### src/rtl/aes_key_responder_pkg.sv
// Shared SoC package for the AES key responder.
// Provides the key count, key geometry and the key-word address offsets
// (relative to the key window base) used by the address decoder.
package aes_key_responder_pkg;

    localparam int unsigned NUM_KEYS  = 3;
    localparam int unsigned KEY_WORDS = 4;

    // Byte offset of key k, word w from the key window base.
    // Keys sit on 64-bit register slots 5..8, 14..17 and 18..21.
    function automatic logic [63:0] key_word_offset(input logic [1:0] k,
                                                    input logic [1:0] w);
        logic [63:0] slot;
        case (k)
            2'd0:    slot = 64'd5;
            2'd1:    slot = 64'd14;
            default: slot = 64'd18;
        endcase
        return (slot + 64'(w)) << 3;
    endfunction

endpackage

### src/rtl/aes_key_slot.sv
// One write-only AES key slot.
// Holds a 128-bit key (word 0 in bits [31:0]) plus a per-word written mask.
// Ports:
//   clk_i, rst_i   clock, synchronous active-high reset
//   we_i           write strobe for one 32-bit key word
//   word_idx_i     word index 0..3
//   wdata_i        word data
//   lock_i         when set, writes are ignored
//   key_o          current key value
//   key_valid_o    all four words have been written since reset
module aes_key_slot (
    input  logic         clk_i,
    input  logic         rst_i,
    input  logic         we_i,
    input  logic [1:0]   word_idx_i,
    input  logic [31:0]  wdata_i,
    input  logic         lock_i,
    output logic [127:0] key_o,
    output logic         key_valid_o
);

    logic [3:0][31:0] key_q;
    logic [3:0]       mask_q;

    always_ff @(posedge clk_i) begin
        if (rst_i) begin
            key_q  <= '0;
            mask_q <= '0;
        end else if (we_i && !lock_i) begin
            key_q[word_idx_i]  <= wdata_i;
            mask_q[word_idx_i] <= 1'b1;
        end
    end

    assign key_o       = key_q;
    assign key_valid_o = &mask_q;

endmodule

### src/rtl/aes_key_responder.sv
// AES key register responder.
// Single-port request/response slave exposing three write-only 128-bit keys
// and a sticky per-key lock register. One request completes every two
// cycles; the response follows the grant by one cycle.
// Ports:
//   clk_i, rst_i           clock, synchronous active-high reset
//   req_i, we_i            request valid, 1 = write
//   addr_i, wdata_i        64-bit byte address, 32-bit write data
//   gnt_o                  request accepted this cycle
//   rvalid_o               one-cycle response pulse
//   rdata_o, err_o         response data / error, zero unless rvalid_o
//   key_o                  keys 0..2, word 0 in bits [31:0]
//   key_valid_o            per-key all-words-written flag
//   lock_o                 per-key lock state
module aes_key_responder
    import aes_key_responder_pkg::*;
#(
    parameter logic [63:0] AES0Base  = 64'hfff5200000,
    parameter logic [63:0] REGLKBase = 64'hfff5206000
) (
    input  logic                          clk_i,
    input  logic                          rst_i,
    input  logic                          req_i,
    input  logic                          we_i,
    input  logic [63:0]                   addr_i,
    input  logic [31:0]                   wdata_i,
    output logic                          gnt_o,
    output logic                          rvalid_o,
    output logic [31:0]                   rdata_o,
    output logic                          err_o,
    output logic [NUM_KEYS-1:0][127:0]    key_o,
    output logic [NUM_KEYS-1:0]           key_valid_o,
    output logic [NUM_KEYS-1:0]           lock_o
);

    typedef enum logic {IDLE, RESP} state_t;

    state_t              state_q, state_d;
    logic                grant;
    logic [NUM_KEYS-1:0] key_hit;
    logic [1:0]          word_idx;
    logic                lock_hit;
    logic [NUM_KEYS-1:0] lock_q;
    logic [31:0]         resp_rdata;
    logic                resp_err;
    logic                resp_q;
    logic [31:0]         rdata_q;
    logic                err_q;

    // Exact 64-bit address decode.
    always_comb begin
        key_hit  = '0;
        word_idx = '0;
        lock_hit = (addr_i == REGLKBase);
        for (int unsigned k = 0; k < NUM_KEYS; k++) begin
            for (int unsigned w = 0; w < KEY_WORDS; w++) begin
                if (addr_i == AES0Base + key_word_offset(2'(k), 2'(w))) begin
                    key_hit[k] = 1'b1;
                    word_idx   = 2'(w);
                end
            end
        end
    end

    // Response for the request being granted this cycle.
    always_comb begin
        resp_rdata = '0;
        resp_err   = 1'b0;
        if (lock_hit) begin
            if (!we_i) begin
                resp_rdata = {{(32 - NUM_KEYS){1'b0}}, lock_q};
            end
        end else if (|key_hit) begin
            resp_err = we_i && |(key_hit & lock_q);
        end else begin
            resp_err = 1'b1;
        end
    end

    always_ff @(posedge clk_i) begin
        if (rst_i) begin
            state_q <= IDLE;
        end else begin
            state_q <= state_d;
        end
    end

    always_comb begin
        state_d = state_q;
        grant   = 1'b0;
        case (state_q)
            IDLE: begin
                grant = req_i && !rst_i;
                if (grant) begin
                    state_d = RESP;
                end
            end
            RESP:    state_d = IDLE;
            default: state_d = IDLE;
        endcase
    end

    always_ff @(posedge clk_i) begin
        if (rst_i) begin
            lock_q  <= '0;
            resp_q  <= 1'b0;
            rdata_q <= '0;
            err_q   <= 1'b0;
        end else begin
            resp_q  <= grant;
            rdata_q <= grant ? resp_rdata : '0;
            err_q   <= grant ? resp_err : 1'b0;
            if (grant && we_i && lock_hit) begin
                lock_q <= lock_q | wdata_i[NUM_KEYS-1:0];
            end
        end
    end

    for (genvar k = 0; k < NUM_KEYS; k++) begin : g_slot
        aes_key_slot u_slot (
            .clk_i       (clk_i),
            .rst_i       (rst_i),
            .we_i        (grant && we_i && key_hit[k]),
            .word_idx_i  (word_idx),
            .wdata_i     (wdata_i),
            .lock_i      (lock_q[k]),
            .key_o       (key_o[k]),
            .key_valid_o (key_valid_o[k])
        );
    end

    // A reset arriving while a response is pending kills it in that cycle too.
    assign gnt_o    = grant;
    assign rvalid_o = resp_q && !rst_i;
    assign rdata_o  = rvalid_o ? rdata_q : '0;
    assign err_o    = rvalid_o && err_q;
    assign lock_o   = lock_q;

endmodule

### config.mk
export PLATFORM = sky130hd
export DESIGN_NAME = aes_key_responder
export DESIGN_NICKNAME = d
export VERILOG_FILES = /design/src/rtl/aes_key_responder_pkg.sv /design/src/rtl/aes_key_slot.sv /design/src/rtl/aes_key_responder.sv
export SDC_FILE = /design/constraint.sdc
export NUM_CORES = 1
export LEC_CHECK = 0
export CAP_MARGIN = 5
export CORE_MARGIN = 10
export CORE_UTILIZATION = 49
export CTS_CLUSTER_SIZE = 20
export DETAILED_ROUTE_END_ITERATION = 12
export DONT_BUFFER_PORTS = 1
export SYNTH_ARGS = -nofsm -noshare
export SYNTH_HDL_FRONTEND = slang
export SYNTH_HIERARCHICAL = 1
export SYNTH_SLANG_ARGS = --single-unit
### constraint.sdc
create_clock -name clk_i -period 10.76 [get_ports clk_i]
set_input_delay 2.152 -clock clk_i [delete_from_list [all_inputs] [get_ports clk_i]]
set_output_delay 2.152 -clock clk_i [all_outputs]
set_load 0.02 [all_outputs]
### Yosys cells after proc, flatten, opt, wreduce, memory -nomap -nowiden

Index checks and enable logic that the tools add are counted.

* order comparisons: 2
* equality and inequality tests: 13
* multiplexer cells: 35
* bitwise gates (word level): 8
* reductions and logical operators: 25

Operators by type and width (count)
* $eq A64 B40 Y1 const B: 13
* $bwmux W128: 3
* $demux W32 S2: 1
* $mux W32: 2
* $mux W2: 10
* $mux W1: 17
* $logic_and A1 B1 Y1: 13
* $or A4 B4 Y4: 3
* $reduce_and A4 Y1: 3
* $reduce_or A3 Y1: 4
* $logic_not A1 Y1: 4
* $reduce_or A4 Y1: 1
* $and A3 B3 Y3: 1
* $lt A2 B3 Y1 const B: 1
* $not A1 Y1: 3
* $or A3 B3 Y3: 1
* $demux W1 S2: 1
* $ge A2 B1 Y1 const B: 1
* $pmux W1 S2: 1

* register bits: 434
* input bits: 100
* output and inout port bits: 425
* word-level logic and storage cells: 104

### Longest topological paths before layout

Gate-level depths: netlist of the first run.

* depth after elaboration: 17
* mapped depth: 10
* gate-level depth less buffers: 8

### Hierarchy

Netlist of the first run, hierarchy kept.

Modules (own cells, without submodules)
* aes_key_slot: instances 3, cells an instance 469, area an instance 5188.7 sq um, seq. area each 2642.5 sq um
* aes_key_responder: instances 1, cells an instance 127, area an instance 924.6 sq um, seq. area each 160.2 sq um

### Least setup slack after synthesis of the first run

OpenSTA, ideal clock, no wires.

* path type: input to register
* start: in addr_i[43]
* end: reg g_slot[0].u_slot.key_q, in the netlist g_slot[0].u_slot/key_o[40]
* arrival time: 5.015 ns
* required time: 10.688 ns
* setup slack: 5.673 ns
* stages: 9
* buffers on the path: 2
* path through: nand4b_1 or4_1 or4_4 or2_2 nor2_1 nand4bb_1 buf_2 buf_2 mux2i_1

* elaborated cells on any way between the ends: 35
* those cells by class: 2 x order compare; 12 x eq/ne; 18 x mux; 3 x reduce/logical

RTL lines
* from (decl): RTL line aes_key_responder.sv:25 `input logic [63:0] addr_i,`
* $eq A64 B40 Y1: RTL line aes_key_responder.sv:57 `if (addr_i == AES0Base + key_word_offset(2'(k), 2'(w))) begin`
* $mux W2 (9 in a row): RTL line aes_key_responder.sv:57
* $mux W2 *: RTL line aes_key_responder.sv:57
* via word_idx[1]: RTL line aes_key_responder.sv:41 `logic [1:0] word_idx;`
* $lt A2 B3 Y1 (not written as such) / $ge A2 B1 Y1 (equally long branches): RTL line aes_key_slot.sv:30 `key_q[word_idx_i] <= wdata_i;`
* $logic_and A1 B1 Y1 (not written as such): RTL line aes_key_slot.sv:30
* $mux W32 (not written as such): RTL line aes_key_slot.sv:30
* $demux W32 S2 *
* $bwmux W128 *: RTL line aes_key_slot.sv:30
* to (signal, indexed assignment): RTL line aes_key_slot.sv:30
* to (decl): RTL line aes_key_slot.sv:22 `logic [3:0][31:0] key_q;`

Mark *: on every way through the listed nets, which the timed path passes. The rest lies on a longest branch.
A chain may end at the register's enable or synchronous reset.

### Worst setup path in the final report of the first run

* start: in rst_i
* end: out rdata_o[0]

* cells in the longest elaborated chain, start to end: 3

Ends and longest elaborated chain
* from (decl): RTL line aes_key_responder.sv:22 `input logic rst_i,`
* $logic_not A1 Y1: RTL line aes_key_responder.sv:134 `assign rvalid_o = resp_q && !rst_i;`
* $logic_and A1 B1 Y1: RTL line aes_key_responder.sv:134
* $mux W32: RTL line aes_key_responder.sv:135 `assign rdata_o = rvalid_o ? rdata_q : '0;`
* to (decl): RTL line aes_key_responder.sv:29 `output logic [31:0] rdata_o,`

No other way between the ends.

==> results of run 1 <==
## report_power, final
group | total (W) | internal (W) | switching, W
registers | 0.00150 | 0.00150 | 0.000000141
logic | 0.0000781 | 0.0000383 | 0.0000398
clock network | 0.00143 | 0.000853 | 0.000581
total | 0.00301 | 0.00239 | 0.000621
## Yosys cell counts, types with 4 or more instances
cell	instances
mux2i_1	385
nor4b_1	6
nor4bb_1	4
buf_6	6
nand4b_1	4
and2_1	8
dfxtp_1	404
nand2b_1	482
nand4bb_1	6
buf_4	35
nor4_1	10
nand2_1	7
nor2_1	11
clkbuf_1	63
inv_1	17
a21oi_1	16
buf_2	30
nand4_1	4
## cell usage in the layout (no fill, tap or decap), types with 4 or more instances in the layout
master / synthesis / layout
nand2b_1: 482 / 482
dfxtp_1: 404 / 404
mux2i_1: 385 / 385
clkbuf_16: 0 / 45
conb_1: 1 / 29
inv_1: 17 / 17
a21oi_1: 16 / 16
buf_4: 35 / 15
clkbuf_1: 63 / 11
nor2_1: 11 / 10
nor4_1: 10 / 10
clkbuf_8: 0 / 10
and2_1: 8 / 8
nand2_1: 7 / 7
nand4_1: 4 / 4
nand4b_1: 4 / 4
clkinv_2: 0 / 4
## final timing paths
check | endpoint | cells after the start | slack (ns)
worst max-delay path | rdata_o[0] | 2 | 5.18
worst min register to register | g_slot[0].u_slot/mask_q[0] | 2 | 0.45
worst min-delay path | g_slot[0].u_slot/mask_q[0] | 2 | 0.45
worst max register to register | g_slot[0].u_slot/key_o[34] | 8 | 7.63
## cell families (layout without fill, tap and decap cells)
family	after synthesis	in the layout	share of synthesized area, %
xor+xnor	1	1	0.0531
mux	385	385	23.4
other cells	1	29	0.0227
compound gates	30	30	1.11
flops	404	404	49.0
simple gates	562	562	21.7
buf+inv	151	104	4.73
## stage by stage
stage / utilization, % / cell area [sq um] / hold WS [ns] / instances / power, W
final: 54.1 / 18000 / 0.454 / 1963 / 0.00301
after floorplan: - / 16600 / 0.432 / 1562 / 0.00162
after global placement: 50.0 / 16700 / 0.435 / 1891 / 0.00161
after CTS: 54.1 / 18000 / 0.452 / 1963 / 0.00304
after global routing: 54.1 / 18000 / 0.473 / 1963 / 0.00310
after detailed placement: 50.0 / 16700 / 0.444 / 1891 / 0.00161
## sequential cells by signal, indices dropped and copies added (netlist names)
signal                cells
g_slot.u_slot/key_o     384
g_slot.u_slot/mask_q     12
state_q                   1
err_q                     1
rdata_q                   3
lock_o                    3
## layout make-up
| cell class | instances | area (sq um) | share of cell area (%) |
|---|---|---|---|
| clock buffers | 66 | 1310 | 7.24 |
| clock inverters | 6 | 57.6 | 0.319 |
| inverters | 17 | 63.8 | 0.354 |
| multi-input cells | 1007 | 7850 | 43.5 |
| flip-flops and latches | 404 | 8090 | 44.8 |
| well taps | 448 | 561 | 3.11 |
| repair buffers | 15 | 113 | 0.624 |
## metal layers
metal | share of wire, % | global-route usage (%) | vias to the layer above
met2 | 46 | 37.2 | 348
met3 | 12 | 11.9 | 56
met5 | 0 | 0 | -
met1 | 40 | 28.9 | 5061
li1 | - | - | 4948
met4 | 1.7 | 5.20 | 0
==> impl_table.tex, run 1 <==
\begin{tabular}{lr}
\hline
Metric & Value \\
\hline
\multicolumn{2}{l}{\textbf{Synthesis}} \\
Number of unique standard cell types used by synthesis & between 40 and 50 \\
Cell area after synthesis & roughly 16,000 sq um \\
Post-synth EDFFs & 0 \\
Area share of the largest cell type after synthesis & 49.0\% \\
Prevailing post-synth register cell & dfxtp\_1 \\
Synthesized netlist cell count & 1,534 \\
Cell accounting for the most synthesized area & dfxtp\_1 \\
Fraction of registers with async set/reset & 0\% \\
Syn avg cell area & 10.8 sq um \\
Sequential fraction of the synthesis area & 49.0\% \\
Most area-consuming cells after synthesis & dfxtp\_1, mux2i\_1, nand2b\_1 \\
Yosys reg bits & 404 \\
Number of warnings issued by yosys & 6 \\
\multicolumn{2}{l}{\textbf{Worst setup path}} \\
Path type of the worst setup path & in2out \\
Critical Path, Cell by Cell & nor2b\_1 -> and2\_1 \\
CP top delay family & simple AND/OR/NAND/NOR gates \\
Critical Path Source Type & input port \\
Max Fanout on Critical Path & 495 \\
Worst path arrival time & 3.43 ns \\
Critical path startpoint & rst\_i \\
Setup crit end kind & output pin \\
Crit Reg-Reg Startpoint & state\_q \\
Required time at the worst-slack endpoint & $\sim$8.6 ns \\
Number of buffer and inverter instances along the worst setup path & 0 \\
Slowest CP cell & nor2b\_1 \\
Delay of the slowest cell on the worst path & $\sim$0.64 ns \\
\multicolumn{2}{l}{\textbf{Placed design}} \\
Detailed Place HPWL & 38,000 um \\
Input/output buffers & 0 \\
Pre-CTS setup slack & 4.76 ns \\
Routability cong. & 0.796 \\
\multicolumn{2}{l}{\textbf{Drt}} \\
Final routed wire length divided by cell count & roughly 27 um \\
Routed WL & $\sim$52,000 um \\
DRC errors left & 0 \\
Number of routed nets with antenna violations & 0 \\
TritonRoute pass-1 iters & 4 \\
Drt first-iter violations & $\sim$560 \\
Total number of vias & 10,413 \\
DR vias/cell & 5.30 \\
\multicolumn{2}{l}{\textbf{Timing}} \\
Number of pins exceeding their max-slew limit in the final report & 0 \\
Unrepaired setup endpoints after global routing & false \\
Setup TNS & 0 ns \\
Share of the clock period used by the worst path after layout & 51.9\% \\
Tightest Pin Transition & around 1.2 ns \\
Least setup slack across all paths after layout & 5.18 ns \\
Max Clock Freq & about 180 MHz \\
Number of setup violations in the final report & 0 \\
Rel. slew slack & between 10\% and 20\% \\
Final critical-path required period & 5.58 ns \\
Final hold violation count & 0 \\
Final Skew & between 0.01 and 0.015 ns \\
\multicolumn{2}{l}{\textbf{Floorplan}} \\
CORE AREA & 33,400 sq um \\
Die Outline Area & 41,400 sq um \\
Site Rows & 67 \\
Initial core utilization & between 40\% and 50\% \\
Top-Level Pins & 525 \\
Die Width & 203 um \\
Die Span Y & 203 um \\
\multicolumn{2}{l}{\textbf{Finish}} \\
Syn-to-layout area delta & 9.36\% \\
Fillcell total & 3,025 \\
Layout Nets & roughly 1,600 \\
Diode count & 0 \\
Share of post-route cells with drive strength above 1 & 6.14\% \\
\multicolumn{2}{l}{\textbf{CTS}} \\
Latest clock arrival within the worst-skew pair & 0.53 ns \\
Number of buffers added by the clock tree synthesis step & 43 \\
H-tree levels & 2 \\
CTS Buffer Depth & 3 \\
Post-cts hold buffer count & 0 \\
Master cell of the clock root buffer & clkbuf\_16 \\
Clock tree from TritonCTS & built \\
Sinks on the clock net & 404 \\
Worst-path clk slew & 0.06 ns \\
Count of buffers added by post-CTS timing repair for setup & 0 \\
Count of instances resized after the clock tree is built & 0 \\
\multicolumn{2}{l}{\textbf{GRT}} \\
Global-route wire length before repair & 74,500 um \\
Maximum number of pins on one net before global-route repair & 496 \\
Total gr overflow & 0 \\
Via count of the first global-routing pass & 10,243 \\
Overall Global Routing Usage & about a quarter \\
Number of antenna violations at the first check in global routing & 3 \\
\multicolumn{2}{l}{\textbf{Power and ir drop}} \\
Static Leak & 8.08 nW \\
IR Drop Worst-Case VDD & between 0.1 and 0.15 mV \\
Total power density per cell area & 167 nW/um\^{}2 \\
\multicolumn{2}{l}{\textbf{Outcome}} \\
Status & finished clean \\
\multicolumn{2}{l}{\textbf{Flow run}} \\
Maximum Capacitance Violations & 0 \\
\multicolumn{2}{l}{\textbf{Min path}} \\
Path class of the lowest-slack min-delay path & reg2reg \\
Beginning of the worst hold path & g\_slot[0].u\_slot/mask\_q[0] \\
\hline
\end{tabular}
No activity file was read; power rests on OpenSTA's default activity.
==> run 2: changes to the inputs <==
--- a/config.mk
+++ b/config.mk
@@ -5,6 +5,7 @@
 export SDC_FILE = /design/constraint.sdc
 export NUM_CORES = 1
 export LEC_CHECK = 0
+export ABC_AREA = 1
 export CAP_MARGIN = 5
 export CORE_MARGIN = 10
 export CORE_UTILIZATION = 49
==> constraint.sdc (replaced) <==
create_clock -name clk_i -period 5.6 [get_ports clk_i]
set_input_delay 1.12 -clock clk_i [delete_from_list [all_inputs] [get_ports clk_i]]
set_output_delay 1.12 -clock clk_i [all_outputs]
set_load 0.02 [all_outputs]
==> run 2 against run 1 <==
- core utilization is 0.59 points lower
- non-clock buffer count is 8 higher
- combinational power grew to 2.7 times the previous value
- sequential cell count unchanged
- final cell count up 49%
- via count rose by 50%
- die area increased by 4.7%
- highest routed layer is now met5
- sequential share of layout area is 1.3 points lower
- area after synthesis grew 5.2%
- sequential power increased by 91%
==> impl_table.tex, run 2 <==
\begin{tabular}{lr}
\hline
Metric & Value \\
\hline
\multicolumn{2}{l}{\textbf{Worst setup path}} \\
Worst path arrival time & 4.38 ns (+0.95 ns) \\
Crit Reg-Reg Startpoint & state\_q \\
Required time at the worst-slack endpoint & 6.06 ns (-2.55 ns) \\
Setup crit end kind & flop \\
Path type of the worst setup path & in2reg \\
R2R depth & 9 (+1) \\
Endpoint of the lowest-slack register-to-register path & g\_slot[0].u\_slot/key\_o[67] \\
R2R setup slack & 3.08 ns (-4.55 ns) \\
Critical Path Source Type & input port \\
Max Fanout on Critical Path & 32 (-94\%) \\
\multicolumn{2}{l}{\textbf{Synthesis}} \\
Fraction of registers with async set/reset & 0\% (unchanged) \\
Largest family of logic cells by synthesized area & simple AND/OR/NAND/NOR gates \\
Commonest cells in the netlist & nor2\_1, nand2\_1, dfxtp\_1 \\
Area share of the largest cell type after synthesis & 46.6\% (-2.4 points) \\
Mux cell area share after synthesis & 0\% (-23 points) \\
Post-synthesis share of cell area spent on full adders, half adders and majority gates & 0\% (unchanged) \\
Dominant cell by count in the synthesized netlist & nor2\_1 \\
Compound-gate portion of the synthesized area & 3.38\% (+2.3 points) \\
Syn avg cell area & 6.83 sq um (-36\%) \\
Simple-Gate Fraction of Synth Area & 40.3\% (+19 points) \\
Post-synth EDFFs & 0 (unchanged) \\
Number of unique standard cell types used by synthesis & 33 (-20\%) \\
Yosys reg bits & 404 (unchanged) \\
Fraction of synthesized cell area in xor and xnor cells & 0\% (-0.053 points) \\
Cell area after synthesis & 17,300 sq um (+5.2\%) \\
Cell accounting for the most synthesized area & dfxtp\_1 \\
Prevailing post-synth register cell & dfxtp\_1 \\
Synthesized netlist cell count & 2,540 (+66\%) \\
Most area-consuming cells after synthesis & dfxtp\_1, nor2\_1, nand3\_1 \\
Number of warnings issued by yosys & 6 (unchanged) \\
Sequential fraction of the synthesis area & 46.6\% (-2.4 points) \\
\multicolumn{2}{l}{\textbf{Timing}} \\
Final Skew & 0.0205 ns (+0.00903 ns) \\
Final critical-path required period & 3.91 ns \\
Share of the clock period used by the worst path after layout & 69.9\% \\
Final hold violation count & 0 (unchanged) \\
Rel. slew slack & 21.0\% (+1.6 points) \\
Setup TNS & 0 ns (unchanged) \\
Number of pins exceeding their max-slew limit in the final report & 0 (unchanged) \\
Max Clock Freq & 255 MHz \\
Tightest Pin Transition & 1.18 ns (-0.0252 ns) \\
Unrepaired setup endpoints after global routing & false \\
Number of setup violations in the final report & 0 (unchanged) \\
\multicolumn{2}{l}{\textbf{CTS}} \\
Sinks on the clock net & 404 (unchanged) \\
CTS Buffer Depth & 3 (unchanged) \\
Worst-path clk slew & 0.06 ns (about the same) \\
Count of buffers added by post-CTS timing repair for setup & 0 (unchanged) \\
Clock tree from TritonCTS & built \\
Post-cts hold buffer count & 0 (unchanged) \\
Master cell of the clock root buffer & clkbuf\_16 \\
H-tree levels & 2 (unchanged) \\
Latest clock arrival within the worst-skew pair & 0.58 ns (+0.05 ns) \\
Number of buffers added by the clock tree synthesis step & 43 (unchanged) \\
Count of instances resized after the clock tree is built & 0 (unchanged) \\
\multicolumn{2}{l}{\textbf{Floorplan}} \\
Initial core utilization & 50.0\% (+0.55 points) \\
Die Span Y & 208 um (+2.3\%) \\
Die Outline Area & 43,300 sq um (+4.7\%) \\
Site Rows & 68 (+1.5\%) \\
Top-Level Pins & 525 (unchanged) \\
Die Width & 208 um (+2.3\%) \\
CORE AREA & 34,700 sq um (+4.0\%) \\
\multicolumn{2}{l}{\textbf{Drt}} \\
Number of routed nets with antenna violations & 0 (unchanged) \\
Routed WL & 63,600 um (+22\%) \\
DRC errors left & 0 (unchanged) \\
TritonRoute pass-1 iters & 5 (+1) \\
DR vias/cell & 5.33 (+0.46\%) \\
Final routed wire length divided by cell count & 21.8 um (-18\%) \\
Total number of vias & 15,571 (+50\%) \\
Drt first-iter violations & 1,198 (+110\%) \\
\multicolumn{2}{l}{\textbf{Finish}} \\
Syn-to-layout area delta & 6.97\% \\
Diode count & 0 (unchanged) \\
Finished Cell Area & 18,600 sq um (+2.9\%) \\
Most frequent standard cell in the layout excluding fill and tap cells & nor2\_1 \\
Most frequent cells in the layout & nor2\_1, nand2\_1, dfxtp\_1, nand3\_1, inv\_1 \\
Share of post-route cells with drive strength above 1 & 5.88\% (-0.26 points) \\
Flip-flop count of the largest register, all copies and words added & 384 (unchanged) \\
Layout Nets & 2,536 (+60\%) \\
Final core area utilization & 53.5\% (-0.59 points) \\
\multicolumn{2}{l}{\textbf{Min path}} \\
Hold path depth & 2 (unchanged) \\
Destination of the worst hold path & g\_slot[1].u\_slot/mask\_q[1] \\
Path class of the lowest-slack min-delay path & reg2reg \\
Beginning of the worst hold path & g\_slot[1].u\_slot/mask\_q[1] \\
\multicolumn{2}{l}{\textbf{Outcome}} \\
Status & finished clean \\
\multicolumn{2}{l}{\textbf{GRT}} \\
Met3 track utilization from global routing & 12.0\% (+0.14 points) \\
Total gr overflow & 0 (unchanged) \\
Overall Global Routing Usage & 27.5\% (+3.7 points) \\
Global-route met2 utilization & 45.1\% (+7.8 points) \\
GR met1 Demand/Resource & 31.7\% (+2.8 points) \\
Maximum number of pins on one net before global-route repair & 162 (-67\%) \\
Global-route wire length before repair & 92,700 um (+25\%) \\
Number of antenna violations at the first check in global routing & 2 (-1) \\
Global routing's busiest layer & met2 \\
Via count of the first global-routing pass & 14,042 (+37\%) \\
\multicolumn{2}{l}{\textbf{Power and ir drop}} \\
Total power density per cell area & 319 nW/um\^{}2 (+91\%) \\
Static Leak & 7.64 nW (-5.5\%) \\
Final total power & 0.00592 W (+97\%) \\
IR Drop Worst-Case VDD & 0.273 mV (+170\%) \\
\multicolumn{2}{l}{\textbf{Flow run}} \\
Maximum Capacitance Violations & 0 (unchanged) \\
\multicolumn{2}{l}{\textbf{Placed design}} \\
Detailed Place HPWL & 45,000 um (+18\%) \\
Routability cong. & 0.887 (+12\%) \\
DP Area & 17,200 sq um (+3.0\%) \\
Input/output buffers & 0 (unchanged) \\
\hline
\end{tabular}
==> run 2: cell types whose count changed in the layout (fill, tap and decap cells not counted), moves of 18 or more <==
cell	previous run	this run
a21oi_1	16	104
inv_1	17	138
mux2i_1	385	0
nand2_1	7	461
nand2b_1	482	1
nand3_1	2	394
nor2_1	10	766
nor2_4	0	18
==> run 2: cell families after synthesis <==
kind of cell / Yosys count
DFF: 404
other: 1
AOI/OAI and AO/OA: 112
and+or+nand+nor: 1670
buffers and inverters: 353
==> run 2: per-stage QoR <==
| stage | worst slack [ns] | cells | hold slack, ns |
|---|---|---|---|
| 5_1_grt | 1.28 | 2922 | 0.494 |
| 6_report | 1.69 | 2922 | 0.471 |
| 3_3_place_gp | 1.18 | 2846 | 0.448 |
| 2_1_floorplan | 2.04 | 2568 | 0.437 |
| 4_1_cts | 1.68 | 2922 | 0.470 |
| 3_5_place_dp | 1.09 | 2846 | 0.455 |
==> run 2: cell type report <==
type                    instances  area, sq um
well taps                     455          569
clock buffers                  67         1280
fillers                      3511        16200
clock inverters                 9          110
inverters                     153          578
multi-input cells            1811         7710
flip-flops and latches        404         8090
repair buffers                 23          223
==> run 2: worst max-delay path: stages <==
cell	delay, ns
nor2_1	0.09
nand2_1	0.07
nor2_1	0.10
nand2_1	0.09
nor2_4	0.32
nand2_2	0.08
inv_2	0.08
nand4_2	0.10
o2111ai_2	0.79
nand2_1	0.25
inv_1	0.93
nand3_1	0.17
nand2_1	0.12
nor2_1	0.06
==> run 2: report_power, final <==
part | switching [W] | total, W | internal (W)
clock network | 0.00117 | 0.00283 | 0.00166
logic | 0.000162 | 0.000214 | 0.0000522
registers | 0.000000286 | 0.00287 | 0.00287
==> run 2: worst max-delay path by stage <==
stage / startpoint / to / slack [ns] / depth (start not counted)
6_report: addr_i[61] / g_slot[2].u_slot/key_o[110] / 1.69 / 14
2_1_floorplan: addr_i[63] / g_slot[0].u_slot/key_o[106] / 2.04 / 16
4_1_cts: addr_i[61] / g_slot[2].u_slot/key_o[110] / 1.68 / 14
5_1_grt: addr_i[61] / g_slot[2].u_slot/key_o[114] / 1.28 / 14
3_5_place_dp: addr_i[61] / g_slot[2].u_slot/key_o[110] / 1.09 / 14
3_3_place_gp: addr_i[63] / g_slot[2].u_slot/key_o[105] / 1.18 / 14
==> run 2: per-layer routing <==
metal,up-vias,part of all wire [%]
li1,7642,-
met2,628,47
met5,-,0.038
met4,4,3.0
met3,92,11
met1,7205,38
==> run 3: changes to the inputs <==
--- a/config.mk
+++ b/config.mk
@@ -12,6 +12,7 @@
 export CTS_CLUSTER_SIZE = 20
 export DETAILED_ROUTE_END_ITERATION = 12
 export DONT_BUFFER_PORTS = 1
+export PLACE_DENSITY = 0.66
 export SYNTH_ARGS = -nofsm -noshare
 export SYNTH_HDL_FRONTEND = slang
 export SYNTH_HIERARCHICAL = 1
==> constraint.sdc (replaced) <==
create_clock -name clk_i -period 3.35 [get_ports clk_i]
set_input_delay 0.67 -clock clk_i [delete_from_list [all_inputs] [get_ports clk_i]]
set_output_delay 0.67 -clock clk_i [all_outputs]
set_load 0.02 [all_outputs]
==> run 3 against run 2 <==
- hold slack worse by 0.28 ns
- sequential cell count unchanged
- clock skew fell by 0.0016 ns
- critical path depth decreased by 10
- via count grew 2.5%
- final cell count rose by 1.9%
- first-iteration DRC count rose by 2.8%
- core utilization increased by 2.9 points
- wire length down 1.1%
- power grew 74%
- register-to-register slack worse by 1.8 ns
- global-route usage fell by 0.097 points
- critical endpoint is now rdata_o[1]
==> impl_table.tex, run 3 (same netlist as run 2, synthesis figures left out) <==
\begin{tabular}{lr}
\hline
Metric & Value \\
\hline
\multicolumn{2}{l}{\textbf{Finish}} \\
Finished Cell Area & 19,600 sq um (+5.5\%) \\
Flip-flop count of the largest register, all copies and words added & 384 (unchanged) \\
Most frequent standard cell in the layout excluding fill and tap cells & nor2\_1 \\
Most frequent cells in the layout & nor2\_1, nand2\_1, dfxtp\_1, nand3\_1, inv\_1 \\
Layout Nets & 2,586 (+2.0\%) \\
Syn-to-layout area delta & 12.8\% \\
Fillcell total & 3,315 (-5.6\%) \\
Share of post-route cells with drive strength above 1 & 8.29\% (+2.4 points) \\
\multicolumn{2}{l}{\textbf{Timing}} \\
Final hold violation count & 0 (unchanged) \\
Rel. slew slack & 47.4\% (+26 points) \\
Max Clock Freq & between 300 and 400 MHz \\
Final critical-path required period & 2.59 ns \\
Number of pins exceeding their max-slew limit in the final report & 0 (unchanged) \\
Share of the clock period used by the worst path after layout & 77.4\% \\
Unrepaired setup endpoints after global routing & false \\
Tightest Pin Transition & 0.786 ns (-0.398 ns) \\
Number of setup violations in the final report & 0 (unchanged) \\
Final Skew & 0.0190 ns (-0.00156 ns) \\
Setup TNS & 0 ns (unchanged) \\
\multicolumn{2}{l}{\textbf{CTS}} \\
Number of buffers added by the clock tree synthesis step & 43 (unchanged) \\
Post-cts hold buffer count & 0 (unchanged) \\
Worst-path clk slew & 0.06 ns (about the same) \\
Count of instances resized after the clock tree is built & 0 (unchanged) \\
Clock tree from TritonCTS & built \\
Count of buffers added by post-CTS timing repair for setup & 0 (unchanged) \\
CTS Buffer Depth & 3 (unchanged) \\
H-tree levels & 2 (unchanged) \\
Master cell of the clock root buffer & clkbuf\_16 \\
Sinks on the clock net & 404 (unchanged) \\
Latest clock arrival within the worst-skew pair & 0.55 ns (-0.03 ns) \\
\multicolumn{2}{l}{\textbf{Worst setup path}} \\
Worst path arrival time & 1.92 ns (-2.46 ns) \\
Setup crit end kind & output pin \\
Path type of the worst setup path & reg2out \\
Required time at the worst-slack endpoint & 2.68 ns (-3.38 ns) \\
Max Fanout on Critical Path & 4 (-88\%) \\
Critical Path Source Type & flop \\
\multicolumn{2}{l}{\textbf{Drt}} \\
Drt first-iter violations & 1,232 (+2.8\%) \\
DRC errors left & 0 (unchanged) \\
Total number of vias & 15,961 (+2.5\%) \\
TritonRoute pass-1 iters & 8 (+3) \\
Routed WL & 63,000 um (-1.1\%) \\
DR vias/cell & 5.36 (+0.61\%) \\
Final routed wire length divided by cell count & 21.1 um (-2.9\%) \\
Number of routed nets with antenna violations & 0 (unchanged) \\
\multicolumn{2}{l}{\textbf{Floorplan}} \\
Die Outline Area & 43,300 sq um (unchanged) \\
Initial core utilization & 50.0\% (unchanged) \\
Die Span Y & 208 um (unchanged) \\
Die Width & 208 um (unchanged) \\
CORE AREA & 34,700 sq um (unchanged) \\
Site Rows & 68 (unchanged) \\
Top-Level Pins & 525 (unchanged) \\
\multicolumn{2}{l}{\textbf{Placed design}} \\
Detailed Place HPWL & 46,700 um (+3.8\%) \\
Input/output buffers & 0 (unchanged) \\
DP Area & 18,000 sq um (+5.0\%) \\
Routability cong. & 0.874 (-1.6\%) \\
\multicolumn{2}{l}{\textbf{Min path}} \\
Path class of the lowest-slack min-delay path & in2reg \\
\multicolumn{2}{l}{\textbf{Flow run}} \\
Maximum Capacitance Violations & 0 (unchanged) \\
\multicolumn{2}{l}{\textbf{GRT}} \\
Number of antenna violations at the first check in global routing & 1 (-1) \\
Global-route wire length before repair & 93,200 um (+0.55\%) \\
Total gr overflow & 0 (unchanged) \\
Maximum number of pins on one net before global-route repair & 73 (-55\%) \\
Overall Global Routing Usage & 27.4\% (-0.097 points) \\
Via count of the first global-routing pass & 14,666 (+4.4\%) \\
\multicolumn{2}{l}{\textbf{Power and ir drop}} \\
Static Leak & 8.12 nW (+6.3\%) \\
Total power density per cell area & 525 nW/um\^{}2 (+65\%) \\
IR Drop Worst-Case VDD & 0.537 mV (+96\%) \\
\multicolumn{2}{l}{\textbf{Outcome}} \\
Status & finished clean \\
\hline
\end{tabular}
==> run 3: cell count changes in the layout (fill, tap and decap cells not counted), sizes merged <==
cell / change
clkinvlp: +1
clkbuf: -5
clkinv: +3
buf: +50
diode: +2
inv: +1
bufinv: +3
==> run 3: where the power goes <==
| part | switching, W | internal (W) |
|---|---|---|
| clock | 0.00199 | 0.00313 |
| combinational | 0.000278 | 0.0000872 |
| sequential | 0.000000465 | 0.00480 |
| total | 0.00227 | 0.00802 |
==> run 3: layer usage <==
layer | GRT usage (%) | wire (um) | share of wire (%)
met1 | 30.3 | 23000 | 37
met2 | 45.3 | 29500 | 47
met3 | 12.1 | 7820 | 12
met4 | 11.2 | 2670 | 4.2
met5 | 0 | 0 | 0
==> run 3: path summary, 6_finish.rpt <==
path                                                  from                          end  slack [ns]  depth (start not counted)
worst min-delay path                                 rst_i   g_slot[2].u_slot/mask_q[2]        0.19                          1
worst max-delay path                               state_q                   rdata_o[1]        0.76                          4
worst max register to register                     state_q  g_slot[0].u_slot/key_o[119]        1.32                         11
worst min register to register  g_slot[1].u_slot/mask_q[0]   g_slot[1].u_slot/mask_q[0]        0.47                          2
==> run 3: metrics by stage <==
step | util (%) | power [W] | setup slack (ns) | instances | hold slack (ns)
5_1_grt | 56.4 | 0.0106 | 0.528 | 2975 | 0.168
4_1_cts | 56.4 | 0.0104 | 0.708 | 2975 | 0.171
3_5_place_dp | 51.9 | 0.00527 | 0.240 | 2896 | 0.457
6_report | 56.4 | 0.0103 | 0.757 | 2977 | 0.187
3_3_place_gp | 51.9 | 0.00527 | 0.286 | 2896 | 0.449
2_1_floorplan | - | 0.00522 | 0.241 | 2568 | 0.437
==> run 3: critical path, stage by stage, from the launching register on <==
cell,delay (ns)
dfxtp_1,0.33
inv_1,0.04
nor2_1,0.35
inv_1,0.20
nor2_1,0.46
==> run 3: layout make-up <==
type | count | area, sq um | share of cell area [%]
clock inverter | 17 | 231 | 1.18
timing repair buffer | 73 | 1070 | 5.48
inverter | 153 | 578 | 2.95
antenna | 2 | 5.00 | 0.0256
sequential | 404 | 8090 | 41.3
clock buffer | 62 | 1320 | 6.74
multi-input combinational | 1811 | 7710 | 39.4
tap | 455 | 569 | 2.91
